## config.mk

```make
export PLATFORM = sky130hd
export DESIGN_NAME = aes_core_arbiter
export DESIGN_NICKNAME = d
export VERILOG_FILES = /design/src/rtl/aes_ctrl_pkg.sv /design/src/rtl/rr_arb2.sv /design/src/rtl/aes_core_arbiter.sv
export SDC_FILE = /design/constraint.sdc
export NUM_CORES = 1
export LEC_CHECK = 0
export CAP_MARGIN = 10
export CORE_AREA = 2 2 454 456
export CTS_BUF_LIST = sky130_fd_sc_hd__clkbuf_8
export DETAILED_ROUTE_END_ITERATION = 12
export DIE_AREA = 0 0 456 458
export PLACE_DENSITY_LB_ADDON = 0.1
export SETUP_SLACK_MARGIN = 0.1
export SLEW_MARGIN = 5
export SYNTH_ARGS = -nofsm -noshare
export SYNTH_HDL_FRONTEND = slang
export SYNTH_SLANG_ARGS = --single-unit
```

## constraint.sdc

```tcl
create_clock -name clk -period 13.2 [get_ports clk]
set_clock_uncertainty 0.1 [all_clocks]
set_input_delay 1.32 -clock clk [delete_from_list [all_inputs] [get_ports clk]]
set_output_delay 1.32 -clock clk [all_outputs]
set_load 0.02 [all_outputs]
```

## src/rtl/aes_ctrl_pkg.sv

```systemverilog
// Shared types and default sizing for the AES core arbiter.
// Holds the control FSM state encoding and default bus width / timeout.
package aes_ctrl_pkg;
  localparam int unsigned DEF_WIDTH   = 128;
  localparam int unsigned DEF_TIMEOUT = 64;

  typedef enum logic [1:0] {
    IDLE = 2'd0,
    LOAD = 2'd1,
    BUSY = 2'd2,
    RESP = 2'd3
  } state_t;
endpackage

```

## src/rtl/rr_arb2.sv

```systemverilog
// Two-input round-robin grant: a lone requester always wins, a tie goes to the pointer.
// Purely combinational, one-hot (or zero) grant.
module rr_arb2 (
  input  logic [1:0] i_valid,
  input  logic       i_ptr,
  output logic [1:0] o_grant
);
  always_comb begin
    o_grant = i_valid;
    if (i_valid == 2'b11) begin
      o_grant = i_ptr ? 2'b10 : 2'b01;
    end
  end
endmodule

```

## src/rtl/aes_core_arbiter.sv

```systemverilog
// Shares one AES cipher core between two requesters, one operation at a time,
// with a BUSY-state timeout that returns an error response instead of hanging.
module aes_core_arbiter
  import aes_ctrl_pkg::*;
#(
  parameter int unsigned WIDTH   = DEF_WIDTH,
  parameter int unsigned TIMEOUT = DEF_TIMEOUT
) (
  input  logic             clk,
  input  logic             rst,
  input  logic             req0_valid,
  output logic             req0_ready,
  input  logic [WIDTH-1:0] req0_key,
  input  logic [WIDTH-1:0] req0_text,
  input  logic             req1_valid,
  output logic             req1_ready,
  input  logic [WIDTH-1:0] req1_key,
  input  logic [WIDTH-1:0] req1_text,
  output logic             resp0_valid,
  input  logic             resp0_ready,
  output logic [WIDTH-1:0] resp0_data,
  output logic             resp0_err,
  output logic             resp1_valid,
  input  logic             resp1_ready,
  output logic [WIDTH-1:0] resp1_data,
  output logic             resp1_err,
  output logic             core_ld,
  output logic [WIDTH-1:0] core_key,
  output logic [WIDTH-1:0] core_text,
  input  logic             core_done,
  input  logic [WIDTH-1:0] core_text_out,
  output logic             busy
);
  localparam int unsigned CW = (TIMEOUT > 1) ? $clog2(TIMEOUT) : 1;

  state_t           r_state;
  logic             r_ptr;
  logic             r_gnt;
  logic             r_err;
  logic [CW-1:0]    r_cnt;
  logic [WIDTH-1:0] r_key;
  logic [WIDTH-1:0] r_text;
  logic [WIDTH-1:0] r_data;

  logic [1:0]       w_grant;
  logic             w_idle;
  logic             w_acc0;
  logic             w_acc1;
  logic             w_resp_hs;

  rr_arb2 u_rr (
    .i_valid ({req1_valid, req0_valid}),
    .i_ptr   (r_ptr),
    .o_grant (w_grant)
  );

  // Ready is combinational from valid, so it must be forced low during reset.
  assign w_idle     = (r_state == IDLE) && !rst;
  assign req0_ready = w_idle && w_grant[0];
  assign req1_ready = w_idle && w_grant[1];
  assign w_acc0     = req0_valid && req0_ready;
  assign w_acc1     = req1_valid && req1_ready;

  assign resp0_valid = (r_state == RESP) && !r_gnt;
  assign resp1_valid = (r_state == RESP) && r_gnt;
  assign resp0_data  = resp0_valid ? r_data : '0;
  assign resp1_data  = resp1_valid ? r_data : '0;
  assign resp0_err   = resp0_valid && r_err;
  assign resp1_err   = resp1_valid && r_err;
  assign w_resp_hs   = (resp0_valid && resp0_ready) || (resp1_valid && resp1_ready);

  assign core_ld   = (r_state == LOAD);
  assign core_key  = r_key;
  assign core_text = r_text;
  assign busy      = (r_state != IDLE);

  always_ff @(posedge clk or posedge rst) begin
    if (rst) begin
      r_state <= IDLE;
      r_ptr   <= 1'b0;
      r_gnt   <= 1'b0;
      r_err   <= 1'b0;
      r_cnt   <= '0;
      r_key   <= '0;
      r_text  <= '0;
      r_data  <= '0;
    end else begin
      case (r_state)
        IDLE: begin
          if (w_acc0 || w_acc1) begin
            r_gnt   <= w_acc1;
            r_key   <= w_acc1 ? req1_key  : req0_key;
            r_text  <= w_acc1 ? req1_text : req0_text;
            r_state <= LOAD;
          end
        end
        LOAD: begin
          // Any done seen here belongs to an earlier operation.
          r_cnt   <= '0;
          r_state <= BUSY;
        end
        BUSY: begin
          if (core_done) begin
            r_data  <= core_text_out;
            r_err   <= 1'b0;
            r_state <= RESP;
          end else if (r_cnt == CW'(TIMEOUT - 1)) begin
            r_data  <= '0;
            r_err   <= 1'b1;
            r_state <= RESP;
          end else begin
            r_cnt <= r_cnt + 1'b1;
          end
        end
        RESP: begin
          if (w_resp_hs) begin
            r_ptr   <= !r_gnt;
            r_state <= IDLE;
          end
        end
        default: r_state <= IDLE;
      endcase
    end
  end
endmodule

```

==> flow_summary_export.csv, run 1 <==
group,metric,value,unit
route,viasPerCell,3.23,
placed_design,gp_congestion,0.766,
critical_path,critPathArrivalTime,4100,ps
grt,gr-total-overflow,0,
critical_path,crit_type,"register to primary output",
yosys,synth_simple_gate_area_share,19.1,%
yosys,synth_cell_types,35,
yosys,syn_inst,2046,
power,ir_worst_vdd,0.0980,mV
grt,first_global_vias,20443,
clocking,cts_tree,"built",
outcome,status,"completed",
floorplan,die_y,458,µm
yosys,syn_area_per_cell,9.44,µm²
critical_path,cpMaxStageDelayCell,"dfrtp_4",
sta,setup_viol,0,
grt,antenna_found_initial,64,
power,pwr-share-comb,47.5,%
yosys,synth_compound_area_share,10.7,%
clocking,post_cts_buffers,0,
yosys,async_flop_share,100,%
finish,layout.nets,3817,
clocking,h-tree-depth,3,
critical_path,slowest_delay,700,ps
yosys,syn-cell-area,19300,µm²
grt,grt_pass1_wl,180000,µm
floorplan,initial_utilization,9.48,%
yosys,yosys-top-cells-area,"dfrtp_1 (51%), mux2i_1 (13%), nand2_1 (10%)",
yosys,yosys.area_share.xor_xnor,0,%
critical_path,rr_worst_depth,9,
worst_hold_path,hold_class,"register to register",
floorplan,die-area,209000,µm²
finish,fillers,22801,
critical_path,cp_max_fo,85,
yosys,synth_commonest_cells,"nand2_1 (520), dfrtp_1 (395), mux2i_1 (258)",
grt,grtUsageTotal,12.4,%
yosys,synth_edf_count,0,
yosys,syn_nets,2699,
clocking,clock-sinks,395,
floorplan,fp.coreArea,204000,µm²
sta,max_freq,0.181,GHz
placed_design,portBuffers,1166,
worst_hold_path,min_path_cells,2,
yosys,ys_seq_area_share,51.2,%
run,drv_cap,0,
yosys,synthMuxAreaShare,13.4,%
floorplan,pin_count,1167,
route,ant_nets,0,
route,detail_route.first_pass.iterations,4,
clocking,clk_pin_slew,60,ps
clocking,cts-root-buf,"clkbuf_8",
sta,period_share,41.8,%
critical_path,critPathRequiredTime,11780,ps
grt,grt_max_degree,193,
sta,tns,0,ps
power,p_per_area,197,nW/µm²
critical_path,end_kind,"primary output",
route,wire_per_inst,22.5,µm
finish,seq_area,9890,µm²
sta,period_minus_slack,5520,ps
finish,syn_to_final_growth,83.7,%
yosys,synth_top_family_by_area,"simple AND/OR/NAND/NOR gates",
power,seq_power_share,31.4,%
clocking,postCtsHoldBufs,0,
power,p_leak,16.0,nW
floorplan,dieWidth,456,µm
power,internal_power,3.95,mW
clocking,clk_latency,790,ps
power,switching_power,3.05,mW
power,p_sw_share,43.5,%
route,route.vias.total,19157,
clocking,cts_buffer_depth,3,
yosys,synth_top_flop_cell,"dfrtp_1",
route,post-route-drc-count,0,
yosys,yosys_warnings,0,
power,power.total,7.00,mW
critical_path,worst_setup_path_start_kind,"register",
sta,relSlewSlack,30.1,%
yosys,synth_top_cell_area_share,51.2,%
sta,slew_viol_final,0,
yosys,ys_ff_latch,395,
power,clkPwrFrac,21.1,%
critical_path,path_cells,"nor2b_4 > buf_4 > buf_4 > and2_1 > clkdlybuf4s50_1",
route,drt_iter0_drc,736,
sta,rsz0062_at_grt,"false",
sta,finalHoldViolations,0,
critical_path,cpMostUsedCell,"buf_4",
finish,multi_input_area,8460,µm²
yosys,synthAdderAreaFrac,0.389,%
route,wl,134000,µm
sta,worst_pin_slew,1050,ps
clocking,numCtsBuffers,96,
yosys,yosysMostFrequentCell,"nand2_1",
floorplan,rows,166,
clocking,cts_resized,0,
yosys,yosys.area.top_type,"dfrtp_1",
placed_design,dp_hpwl,103000,µm
finish,drive_gt1_share,5.08,%
[metal layers]
metal	routed length, µm	global-route usage (%)	vias up
met5	261	0	-
met4	3070	3.26	42
met1	48100	12.8	8965
met3	10700	4.58	226
li1	-	-	9134
met2	71400	23.5	790
[power groups by stage]
| stage | registers, mW | logic, mW | clock network [mW] |
|---|---|---|---|
| after CTS | 2.22 | 3.45 | 1.60 |
| after global placement | 2.22 | 3.47 | 0 |
| after floorplan | 2.46 | 1.22 | 0 |
| after global routing | 2.29 | 3.62 | 1.64 |
| after detailed placement | 2.23 | 3.44 | 0 |
| final | 2.20 | 3.33 | 1.48 |
[placed cells by master, fill, tap and decap left out, types with 2 or more instances in the layout]
| cell | Yosys | routed |
|---|---|---|
| clkinvlp_4 | 0 | 3 |
| and2_1 | 130 | 130 |
| a22oi_1 | 2 | 2 |
| nor2_1 | 6 | 5 |
| diode_2 | 0 | 8 |
| clkdlybuf4s50_1 | 0 | 1166 |
| and3_1 | 130 | 130 |
| mux2i_1 | 258 | 258 |
| nor2b_4 | 1 | 2 |
| inv_8 | 0 | 2 |
| ha_1 | 6 | 5 |
| clkbuf_8 | 0 | 114 |
| buf_4 | 4 | 24 |
| nand3_1 | 5 | 4 |
| o21ai_1 | 219 | 219 |
| o21ai_0 | 171 | 171 |
| clkinv_2 | 0 | 6 |
| buf_12 | 0 | 3 |
| inv_1 | 10 | 43 |
| nand2_1 | 520 | 519 |
| dfrtp_1 | 395 | 394 |
| a21oi_1 | 6 | 6 |
[area by class of cell]
cell class	instances	share of cell area (%)
multi-input cells	1468	23.8
inverters	10	0.127
clock buffers	114	4.42
clock inverters	47	0.656
repair buffers	1193	33.6
flip-flops and latches	395	27.9
well taps	2688	9.48
diodes	8	0.0564
[through the flow]
step                      std cells  util [%]  instance area (µm²)  worst slack [ps]  hold WS [ps]
after floorplan                2046         -                19300               797           373
after global placement         5754      16.5                33700              7520           364
after detailed placement       5754      16.5                33700              7490           370
after CTS                      5915      17.4                35500              7340           381
after global routing           5917      17.4                35500              7290           400
final                          5923      17.4                35500              7680           377
[sequential cells by signal (all words and copies together), names as in the netlist]
| signal | flops |
|---|---|
| r_state | 2 |
| r_gnt | 1 |
| r_cnt | 6 |
| r_data | 128 |
| r_ptr | 1 |
| core_key | 128 |
| core_text | 128 |
| r_err | 1 |
[critical path, delay by kind of cell (launching register included)]
family,cells,cell delay (ps)
buffers and inverters,3,1750
DFF,1,700
and+or+nand+nor,2,700
[final timing paths]
kind	from	end	slack (ps)
setup / recovery	r_gnt	resp0_data[9]	7680
hold / removal	core_key[120]	core_key[120]	380
setup reg to reg	r_state[0]	core_text[1]	8790
hold reg to reg	core_key[120]	core_key[120]	380
max in group asynchronous	rst	r_data[77]	9880
min in group asynchronous	rst	core_text[15]	930
[cell families after synthesis]
group           after synthesis
buf+inv                     183
compound gates              406
flops                       395
mux                         258
fa+ha+maj                     6
simple gates                798
No activity file was read; power rests on OpenSTA's default activity.
==> run 2, diff against run 1 <==
==> constraint.sdc (replaced) <==
create_clock -name clk -period 4.6 [get_ports clk]
set_clock_uncertainty 0.1 [all_clocks]
set_input_delay 0.46 -clock clk [delete_from_list [all_inputs] [get_ports clk]]
set_output_delay 0.46 -clock clk [all_outputs]
set_load 0.02 [all_outputs]
==> run 2 against run 1 <==
Worst hold slack lost 220 ps. Design area grew 5.3%. Global-route usage grew 0.42 points. Register-to-register slack lost 7800 ps. Clock-buffer cell count shrank 1. Routed wire length grew 3.1%. Highest routed layer unchanged. Critical path type unchanged. Largest power group unchanged. Non-clock buffer count grew 188. First-iteration DRC count grew 1.8%. Power grew to 2.9 times the previous value. Via count grew 4.1%.
==> flow_summary_export.csv, run 2 (same netlist as run 1, synthesis figures left out) <==
group,metric,value,unit
grt,grt-busiest-layer,"met2",
floorplan,dieWidth,456,µm
placed_design,place_area,34000,µm²
finish,layout.nets,4002,
worst_hold_path,hold_class,"input pin to register",
sta,finalHoldViolations,0,
finish,utilization,18.3,%
route,drt_iter0_drc,749,
critical_path,rr_worst_depth,9,
finish,stdcell_area,37400,µm²
route,wire_per_inst,22.6,µm
sta,relSlewSlack,27.8,%
floorplan,rows,166,
grt,first_global_vias,21489,
sta,max_freq,0.242,GHz
floorplan,die_y,458,µm
critical_path,slowest_delay,720,ps
clocking,h-tree-depth,3,
sta,slew_viol_final,0,
critical_path,critPathRequiredTime,4040,ps
clocking,clk_latency,800,ps
finish,final_common_cell,"clkdlybuf4s50_1",
critical_path,path_cells,"ha_4 > nor2b_4 > buf_12 > and2_1 > clkdlybuf4s50_1",
grt,met3_usage,4.95,%
worst_hold_path,min_path_cells,3,
power,ir_worst_vdd,0.208,mV
clocking,cts-root-buf,"clkbuf_8",
clocking,cts_tree,"built",
worst_hold_path,whs_endpoint,"r_data[43]",
clocking,clk_pin_slew,60,ps
grt,met2_usage,24.0,%
grt,grtUsageTotal,12.9,%
grt,gr-total-overflow,0,
power,p_per_area,547,nW/µm²
critical_path,r2r_start,"r_state[0]",
power,p_leak,16.8,nW
worst_hold_path,hp-start,"core_text_out[43]",
floorplan,fp.coreArea,204000,µm²
critical_path,cpMaxStageDelayCell,"nor2b_4",
sta,period_minus_slack,4130,ps
route,viasPerCell,3.27,
sta,period_share,89.8,%
sta,fin_ws,468,ps
critical_path,crit_type,"register to primary output",
finish,syn_to_final_growth,93.5,%
floorplan,die-area,209000,µm²
floorplan,pin_count,1167,
grt,antenna_found_initial,56,
finish,drive_gt1_share,5.73,%
placed_design,post-place-ws,1180,ps
floorplan,initial_utilization,9.48,%
route,route.vias.total,19942,
placed_design,dp_hpwl,109000,µm
sta,worst_pin_slew,1080,ps
finish,mostFrequentLayoutCells,"clkdlybuf4s50_1 (1,166), nand2_1 (519), dfrtp_1 (394), mux2i_1 (258), o21ai_1 (219)",
run,drv_cap,0,
route,detail_route.first_pass.iterations,4,
clocking,cts_resized,0,
critical_path,r2r-end,"core_key[121]",
outcome,status,"completed",
critical_path,end_kind,"primary output",
clocking,numCtsBuffers,93,
placed_design,gp_congestion,0.790,
sta,setup_viol,0,
critical_path,cp_max_fo,63,
route,ant_nets,0,
grt,grt_pass1_wl,187000,µm
critical_path,r2r_slack,1000,ps
critical_path,critPathArrivalTime,3570,ps
sta,rsz0062_at_grt,"false",
placed_design,portBuffers,1166,
clocking,clock-sinks,395,
route,wl,138000,µm
critical_path,worst_setup_path_start_kind,"register",
route,post-route-drc-count,0,
grt,use_met1,13.5,%
grt,grt_max_degree,117,
clocking,cts_buffer_depth,3,
-- run 2: area by class of cell --
class                      count  area, µm²
multi-input combinational   1468       8460
fill                       22731     166000
sequential                   395       9890
tap                         2688       3360
timing repair buffer        1381      13800
antenna                       13       32.5
clock buffer                 113       1560
clock inverter                35        220
inverter                      10       41.3
-- run 2: how the worst max path moves through the flow --
stage	start	depth (start not counted)	endpoint	slack [ps]
floorplan	rst	1	core_key[0]	-1280
global placement	r_state[0]	5	resp0_data[6]	1180
detailed placement	r_state[0]	5	resp0_data[8]	1180
CTS	r_state[0]	5	resp0_data[8]	180
global route	r_state[0]	5	resp0_data[8]	130
finish	r_state[0]	5	resp0_data[8]	470
-- run 2: report_power, final --
part	internal [mW]	total, mW	switching [mW]
Combinational	4.27	9.87	5.60
Clock	2.25	4.20	1.95
Sequential	5.04	6.40	1.35
-- run 2: through the flow --
| stage | TNS (ps) | hold slack (ps) | total power, mW | cells |
|---|---|---|---|---|
| after floorplan | -503950 | 373 | 10.6 | 2046 |
| after global placement | 0 | 368 | 16.6 | 5788 |
| after detailed placement | 0 | 370 | 16.5 | 5788 |
| after CTS | 0 | 0.174 | 21.2 | 6090 |
| after global routing | 0 | 30.6 | 22.0 | 6098 |
| final | 0 | 155 | 20.5 | 6103 |
-- run 2: what timing repair did --
item                       CTS  global route
hold buffers               154             0
hold endpoints to repair   139             0
setup endpoints to repair    0             0
buffers inserted             0             0
-- run 2: worst max-delay path, delay by kind of cell, from the launching register on --
family / cells / cell delay, ps
buffers and inverters: 2 / 970
AND/OR/NAND/NOR: 2 / 940
flip-flops: 1 / 430
adder cells (fa/ha/maj): 1 / 400
-- run 2: routing by layer --
metal / wire length [µm] / part of all wire, % / up-vias
li1: - / - / 9520
met1: 50800 / 37 / 9366
met2: 72900 / 53 / 801
met3: 11100 / 8.1 / 221
met4: 2670 / 1.9 / 34
met5: 208 / 0.15 / -
